<file path="src/rtl/apb_i2c_bridge.sv">
// rtl/apb_i2c_bridge.sv - APB slave that turns each access into one I2C master memory command
// Bound with a WAIT-state timeout; a dropped psel abandons the transfer without pready.
module apb_i2c_bridge #(
  parameter int TIMEOUT_CYCLES = 1024,
  parameter int ADDR_W         = 16
) (
  input  logic              clk,
  input  logic              reset,
  input  logic              psel,
  input  logic              penable,
  input  logic              pwrite,
  input  logic [ADDR_W-1:0] paddr,
  input  logic [7:0]        pwdata,
  output logic [7:0]        prdata,
  output logic              pready,
  output logic              pslverr,
  output logic              i2c_ce,
  output logic              i2c_wren,
  output logic              i2c_rden,
  output logic [7:0]        i2c_addr,
  output logic [7:0]        i2c_wdata,
  input  logic [7:0]        i2c_rdata,
  input  logic              i2c_ready,
  input  logic              i2c_error
);

  localparam int CNT_W = (TIMEOUT_CYCLES > 1) ? $clog2(TIMEOUT_CYCLES) : 1;
  localparam logic [CNT_W-1:0] CNT_LAST = CNT_W'(TIMEOUT_CYCLES - 1);

  typedef enum logic [1:0] {IDLE, ISSUE, WAIT, DONE} state_e;

  state_e           state_q, state_d;
  logic             write_q, write_d;
  logic [7:0]       addr_q, addr_d;
  logic [7:0]       wdata_q, wdata_d;
  logic [7:0]       rdata_q, rdata_d;
  logic             err_q, err_d;
  logic [CNT_W-1:0] cnt_q, cnt_d;
  logic             addr_ok;

  generate
    if (ADDR_W > 8) begin : g_addr_chk
      assign addr_ok = (paddr[ADDR_W-1:8] == '0);
    end else begin : g_addr_all
      assign addr_ok = 1'b1;
    end
  endgenerate

  assign i2c_addr  = addr_q;
  assign i2c_wdata = wdata_q;

  always_comb begin
    state_d  = state_q;
    write_d  = write_q;
    addr_d   = addr_q;
    wdata_d  = wdata_q;
    rdata_d  = rdata_q;
    err_d    = err_q;
    cnt_d    = cnt_q;
    pready   = 1'b0;
    prdata   = 8'h00;
    pslverr  = 1'b0;
    i2c_ce   = 1'b0;
    i2c_wren = 1'b0;
    i2c_rden = 1'b0;

    case (state_q)
      IDLE: begin
        if (psel && !penable) begin
          write_d = pwrite;
          addr_d  = paddr[7:0];
          wdata_d = pwdata;
          rdata_d = 8'h00;
          cnt_d   = '0;
          // Out-of-window addresses never reach the I2C master.
          if (addr_ok) begin
            err_d   = 1'b0;
            state_d = ISSUE;
          end else begin
            err_d   = 1'b1;
            state_d = DONE;
          end
        end
      end
      ISSUE: begin
        i2c_ce   = 1'b1;
        i2c_wren = write_q;
        i2c_rden = !write_q;
        state_d  = psel ? WAIT : IDLE;
      end
      WAIT: begin
        i2c_ce = 1'b1;
        if (!psel) begin
          state_d = IDLE;
        end else if (i2c_ready) begin
          rdata_d = write_q ? 8'h00 : i2c_rdata;
          err_d   = i2c_error;
          state_d = DONE;
        end else if (cnt_q == CNT_LAST) begin
          rdata_d = 8'h00;
          err_d   = 1'b1;
          state_d = DONE;
        end else begin
          cnt_d = cnt_q + 1'b1;
        end
      end
      DONE: begin
        if (!psel) begin
          state_d = IDLE;
        end else if (penable) begin
          pready  = 1'b1;
          prdata  = rdata_q;
          pslverr = err_q;
          state_d = IDLE;
        end
      end
      default: state_d = IDLE;
    endcase
  end

  always_ff @(posedge clk) begin
    if (reset) begin
      state_q <= IDLE;
      write_q <= 1'b0;
      addr_q  <= 8'h00;
      wdata_q <= 8'h00;
      rdata_q <= 8'h00;
      err_q   <= 1'b0;
      cnt_q   <= '0;
    end else begin
      state_q <= state_d;
      write_q <= write_d;
      addr_q  <= addr_d;
      wdata_q <= wdata_d;
      rdata_q <= rdata_d;
      err_q   <= err_d;
      cnt_q   <= cnt_d;
    end
  end

endmodule

</file>
<file path="config.mk">
export PLATFORM = sky130hd
export DESIGN_NAME = apb_i2c_bridge
export DESIGN_NICKNAME = d
export VERILOG_FILES = /design/src/rtl/apb_i2c_bridge.sv
export SDC_FILE = /design/constraint.sdc
export NUM_CORES = 1
export LEC_CHECK = 0
export CORE_MARGIN = 2
export CORE_UTILIZATION = 44
export DETAILED_ROUTE_END_ITERATION = 6
export PLACE_DENSITY = 0.88
export SYNTH_ARGS = -nofsm -noshare
export SYNTH_HDL_FRONTEND = slang
export SYNTH_SLANG_ARGS = --single-unit
</file>
<file path="constraint.sdc">
create_clock -name clk -period 2.6 [get_ports clk]
set_clock_uncertainty 0.1 [all_clocks]
set_input_delay 0.65 -clock clk [delete_from_list [all_inputs] [get_ports clk]]
set_output_delay 0.65 -clock clk [all_outputs]
set_load 0.1 [all_outputs]
</file>
==> impl_results.md <==
- Status: complete, no violations
- Post-Route WL: 5330 µm
- Post-synthesis sequential area ratio: 40.1%
- Area delta synth->final: 50.2%
- CP Capture Type: output port
- R2R cell count: 7
- Multi-input gate area: 1080 µm²
- Synthesized cell area: 1900 µm²
- Mux cell area share after synthesis: 5.54%
- Setup ws final: 49.7 ps
- Final Max Slew Viols: 0
- I/O pin count: 68
- Top FF cell, synth: dfxtp_1
- Total iterations of the first detailed-routing run: 4
- Max-cap check violation count: 0
- Synth Area in XOR/XNOR: 0%
- Postcts setup bufs: 0
- Compound-Gate Fraction of Synth Area: 17.7%
- Pin count of the biggest net entering global routing: 18
- FFs w/ async S/R, synth: 0%
- Fmax: 392 MHz
- Maximum root-to-sink buffer count: 2
- Inst Count DP: 344
- Total GRT Usage: 23.0%
- CTS clk-pin slew, worst paths: 70 ps
- Pre-CTS setup slack: -89.4 ps
- R2R setup slack: 510 ps
- Wire length per cell: 15.1 µm
- Final #Nets: 346
- WS Path Type: in -> out
- Clk Latency, worst-skew pair: 290 ps
- Synthesized Nets: 272
- Synth warnings: 0
- Hold Crit Class: reg -> reg
- Final ANT Viol Nets: 0
- CTS tree: built
- Post-DP HPWL: 4050 µm
- Synth cell types: 39
- Area of the die: 4860 µm²
- Layout Cells excl Fill: 352
- Required time of the critical path: 1850 ps
- Fin area: 2850 µm²
- End of the worst hold path: i2c_wdata[3]$_SDFFE_PP0P_
- Endpoints failing setup: 0
- CTS Buf Count: 5
- Rows: 23
- Peak supply drop: 834 µV
- Clock period minus worst slack: 2550 ps
- Most frequent cells in the layout: nand2_1 (50), dfxtp_1 (38), clkdlybuf4s50_1 (38)
- Pwr/cell area: 736 nW/µm²
- Effective utilization at floorplan: 46.4%
- Clock Tree Root: clkbuf_8
- Largest family of logic cells by synthesized area: simple AND/OR/NAND/NOR gates
- Antenna cell count: 0
- Remaining DRCs: 0
- Worst R2R End: rdata_q[6]$_SDFFE_PP0P_
- HP Start: i2c_wdata[3]$_SDFFE_PP0P_
- Core ar.: 4090 µm²
- Sink Count: 38
- First-pass GRT wire length: 9090 µm
- Hold path depth: 2
- EDFF count, synth: 0
- Arr. time, crit path: 1800 ps
- Initial antenna violation count: 0
- Placer congestion estimate: 0.872
- Total gr overflow: 0
- Post-Synthesis Cells: 227
- Worst Tran Pin Value: 424 ps
- DR iter-0 viols: 87
- Post-Synth Adder-Cell Area: 3.96%
- Simple-gate portion of the synthesized area: 28.9%
- Syn_area_per_cell: 8.36 µm²
- Vias in the first global route: 1988
- Port bufs: 67
- Crit path max fanout: 10
- Vias: 1985
- H-tree levels: 2
- Die Y: 69.7 µm
- Die span in x: 69.7 µm
- Final period util: 98.1%
- R2R Path Start: state_q[0]$_SDFFE_PP0P_
- CP Launch Type: input pin
- Vias per cell: 5.64
- LEAKAGE: 1.11 nW
- # fillers: 317
- Total power: 2.10 mW
- Share of cells above drive strength 1: 20.9%
- Final hold violations: 0
- RSZ-0062 raised after global routing: no
- DP Area: 2760 µm²
- Storage cell area: 761 µm²
- Register bit total from synthesis: 38
- Slew HR: 71.5%
- Most common cell after layout, fill and taps aside: nand2_1
[metal layers]
metal / part of all wire, % / track usage (%)
met1: 42 / 26.9
met2: 50 / 40.7
met3: 5.2 / 4.80
met4: 2.8 / 9.19
met5: 0 / 0
[through the flow]
stage	hold WS (ps)	utilization, %	TNS, ps
4_1_cts	358	69.7	0
3_3_place_gp	344	67.4	-10.8
6_report	355	69.8	0
5_1_grt	389	69.8	0
3_5_place_dp	347	67.4	-802
2_1_floorplan	344	-	-46.1
[critical path, stage by stage]
cell	delay [ps]
clkdlybuf4s50_1	520
and3_4	260
and2_2	190
buf_12	170
[logic make-up (layout without fill, tap and decap cells)]
logic type	count (synthesis)	in the layout
and+or+nand+nor	108	108
adders and majority gates	6	6
muxes	10	10
buffers and inverters	15	90
AOI/OAI and AO/OA	50	50
DFF	38	38
[sequential cells by signal, indices dropped and copies added, names as in the netlist]
| register | count |
|---|---|
| cnt_q | 10 |
| i2c_addr | 8 |
| i2c_wdata | 8 |
| rdata_q | 8 |
| state_q | 2 |
| err_q | 1 |
| write_q | 1 |
[what timing repair did]
item / CTS / global route
pin swaps: 0 / 0
endpoints found under the setup margin: 10 / 9
resized for setup: 1 / 1
hold buffers: 0 / 0
cloned: 0 / 0
hold endpoints to repair: 0 / 0
[cell type report]
class                           count  share of cell area [%]
Multi-Input combinational cell    174                    38.0
Timing Repair Buffer               77                    29.3
Sequential cell                    38                    26.7
Clock buffer                        7                    3.03
Tap cell                           50                    2.19
Inverter                            5                   0.658
Clock inverter                      1                   0.176
[Yosys cell counts, types with 2 or more instances]
cell type / count / area [µm²]
a21o_1: 2 / 15.0
a21oi_1: 22 / 110
a311oi_1: 4 / 35.0
a31o_2: 2 / 17.5
a31oi_1: 6 / 37.5
a41oi_1: 2 / 17.5
and2_1: 12 / 75.1
and3_1: 6 / 37.5
buf_2: 2 / 10.0
buf_6: 2 / 22.5
clkbuf_1: 6 / 22.5
dfxtp_1: 38 / 761
ha_1: 6 / 75.1
inv_1: 5 / 18.8
mux2i_1: 9 / 90.1
nand2_1: 50 / 188
nand2b_1: 10 / 62.6
nand3_1: 6 / 30.0
nand4b_1: 3 / 26.3
nor2_1: 5 / 18.8
nor2b_1: 3 / 18.8
nor3_1: 4 / 20.0
nor4_1: 3 / 18.8
o211ai_1: 2 / 15.0
o21ai_0: 3 / 15.0
[worst max path at each step]
stage                     startpoint         to  slack [ps]
after detailed placement     penable  prdata[5]         -90
after floorplan              penable  prdata[0]          -5
final                        penable  prdata[5]          50
after global routing         penable  prdata[0]           5
after CTS                    penable  prdata[5]           5
after global placement       penable  prdata[3]          -2
[where the power goes]
part           switching, mW  leakage, nW  internal (mW)  total, mW
Sequential            0.0406        0.308          0.643      0.684
Combinational          0.654        0.754          0.343      0.997
Clock                  0.203       0.0482          0.214      0.417
Total                  0.898         1.11           1.20       2.10
(Power assumes the default switching activity.)
==> RTL change (same flow settings) <==
Put a register stage on the output `pslverr`, cleared by the reset. The value now appears one clock later. The other outputs are not delayed to match.
--- a/src/rtl/apb_i2c_bridge.sv
+++ b/src/rtl/apb_i2c_bridge.sv
@@ -30,4 +30,6 @@
   typedef enum logic [1:0] {IDLE, ISSUE, WAIT, DONE} state_e;
 
+  logic pslverr_d;
+
   state_e           state_q, state_d;
   logic             write_q, write_d;
@@ -60,5 +62,5 @@
     pready   = 1'b0;
     prdata   = 8'h00;
-    pslverr  = 1'b0;
+    pslverr_d = 1'b0;
     i2c_ce   = 1'b0;
     i2c_wren = 1'b0;
@@ -111,5 +113,5 @@
           pready  = 1'b1;
           prdata  = rdata_q;
-          pslverr = err_q;
+          pslverr_d = err_q;
           state_d = IDLE;
         end
@@ -139,4 +141,12 @@
   end
 
+  always_ff @(posedge clk) begin
+    if (reset) begin
+      pslverr <= '0;
+    end else begin
+      pslverr <= pslverr_d;
+    end
+  end
+
 endmodule
 
Behaviour: not the same (a bounded check fails within 4 cycles, from zero or initial values and one cycle with reset high).
==> RTL change against the unedited design <==
- sequential power is 1% higher
- area after synthesis increased by 1.7%
- core utilization is 1.8 points lower
- combinational power down 3.5%
- routed wire length fell by 2.4%
- total power is 7.3% higher
- final area up 2.4%
- sequential cell count rose by 1
- setup slack gained 0.013 ns
- via count increased by 1.1%
- critical endpoint is now prdata[4]
- largest cell class unchanged
- largest power group unchanged
==> RTL change: results (changes against the unedited design) <==
| Metric | Value |
|---|---|
| Status | `finished clean (unchanged)` |
| Crit path to | `prdata[4] (was prdata[5])` |
| HPWL after DPL | `3840 um (was 4050 um)` |
| R2R setup slack | `0.35 ns (was 0.51 ns)` |
| Worst R2R Path Depth | `6 (was 7)` |
| Synth Area in Compound Gates | `17.3% (was 17.7%)` |
| Avg Vias per Cell | `5.53 (was 5.64)` |
| Vias in the first global route | `1949 (was 1988)` |
| # fillers | `354 (was 317)` |
| Mapped Nets | `283 (was 272)` |
| Post-layout nets | `355 (was 346)` |
| Metal2 WL | `2710 um (was 2640 um)` |
| Flip-flop and latch power | `0.000692 W (was 0.000684 W)` |
| All-Layer GR Usage | `21.9% (was 23.0%)` |
| GR Layer Usage met2 | `37.7% (was 40.7%)` |
| Post-synthesis mux area share | `5.18% (was 5.54%)` |
| Met1 WL | `2050 um (was 2260 um)` |
| Worst Hold Launch | `i2c_wdata[0] (was i2c_wdata[3])` |
| Worst-margin pin slew | `0.817 ns (was 0.424 ns)` |
| R2r startpoint | `cnt_q[0] (was state_q[0])` |
| Hold path endpoint | `i2c_wdata[0] (was i2c_wdata[3])` |
| Yosys cell types | `47 (was 39)` |
| Sequential area share after synthesis | `40.4% (was 40.1%)` |
| Met3 WL | `357 um (was 276 um)` |
| Synth top cells by count | `61 x nand2_1, 39 x dfxtp_1, 25 x a21oi_1, 13 x and2_1, 10 x mux2i_1 (was 50 x nand2_1, 38 x dfxtp_1, 22 x a21oi_1, 12 x and2_1, 10 x nand2b_1)` |
| Synth Area in Adders | `3.89% (was 3.96%)` |
| Grt met1 use | `25.8% (was 26.9%)` |
| Global-route wire length before repair | `8690 um (was 9090 um)` |
| RR Endpoint | `rdata_q[3] (was rdata_q[6])` |
| Post-cts resize count | `0 (was 1)` |
| DR iter-0 viols | `119 (was 87)` |
| Clock share of power | `26.5% (was 19.9%)` |
RTL change: cell count changes after synthesis, sizes merged, moves of 3 or more:
cell,unedited run,this run
nand4,0,4
nand4b,3,0
clkbuf,6,9
nand2,50,61
o311ai,1,4
a31oi,7,2
nand2b,10,1
a311oi,4,0
RTL change: critical path: stages:
cell and delay, ns:
clkdlybuf4s50_1 0.48, and3_4 0.19, buf_6 0.12, and2_2 0.17
buf_12 0.17
RTL change: through the flow:
stage	power [W]	std cells	TNS (ns)	util, %	setup WS [ns]
after floorplan	0.00138	238	-0.0439	-	-0.00549
after global placement	0.00164	355	0	64.7	0.0648
after detailed placement	0.00166	355	0	64.7	0.0291
after CTS	0.00226	363	0	67.8	0.0382
after global routing	0.00235	363	0	68.0	0.00150
final	0.00225	363	0	68.0	0.0630
RTL change: final cells by class:
cell class,instances,share of cell area [%]
repair buffers,79,28.8
inverters,6,0.772
multi-input cells,179,36.9
clock buffers,6,2.49
clock inverters,2,2.06
flip-flops and latches,39,26.7
well taps,52,2.23
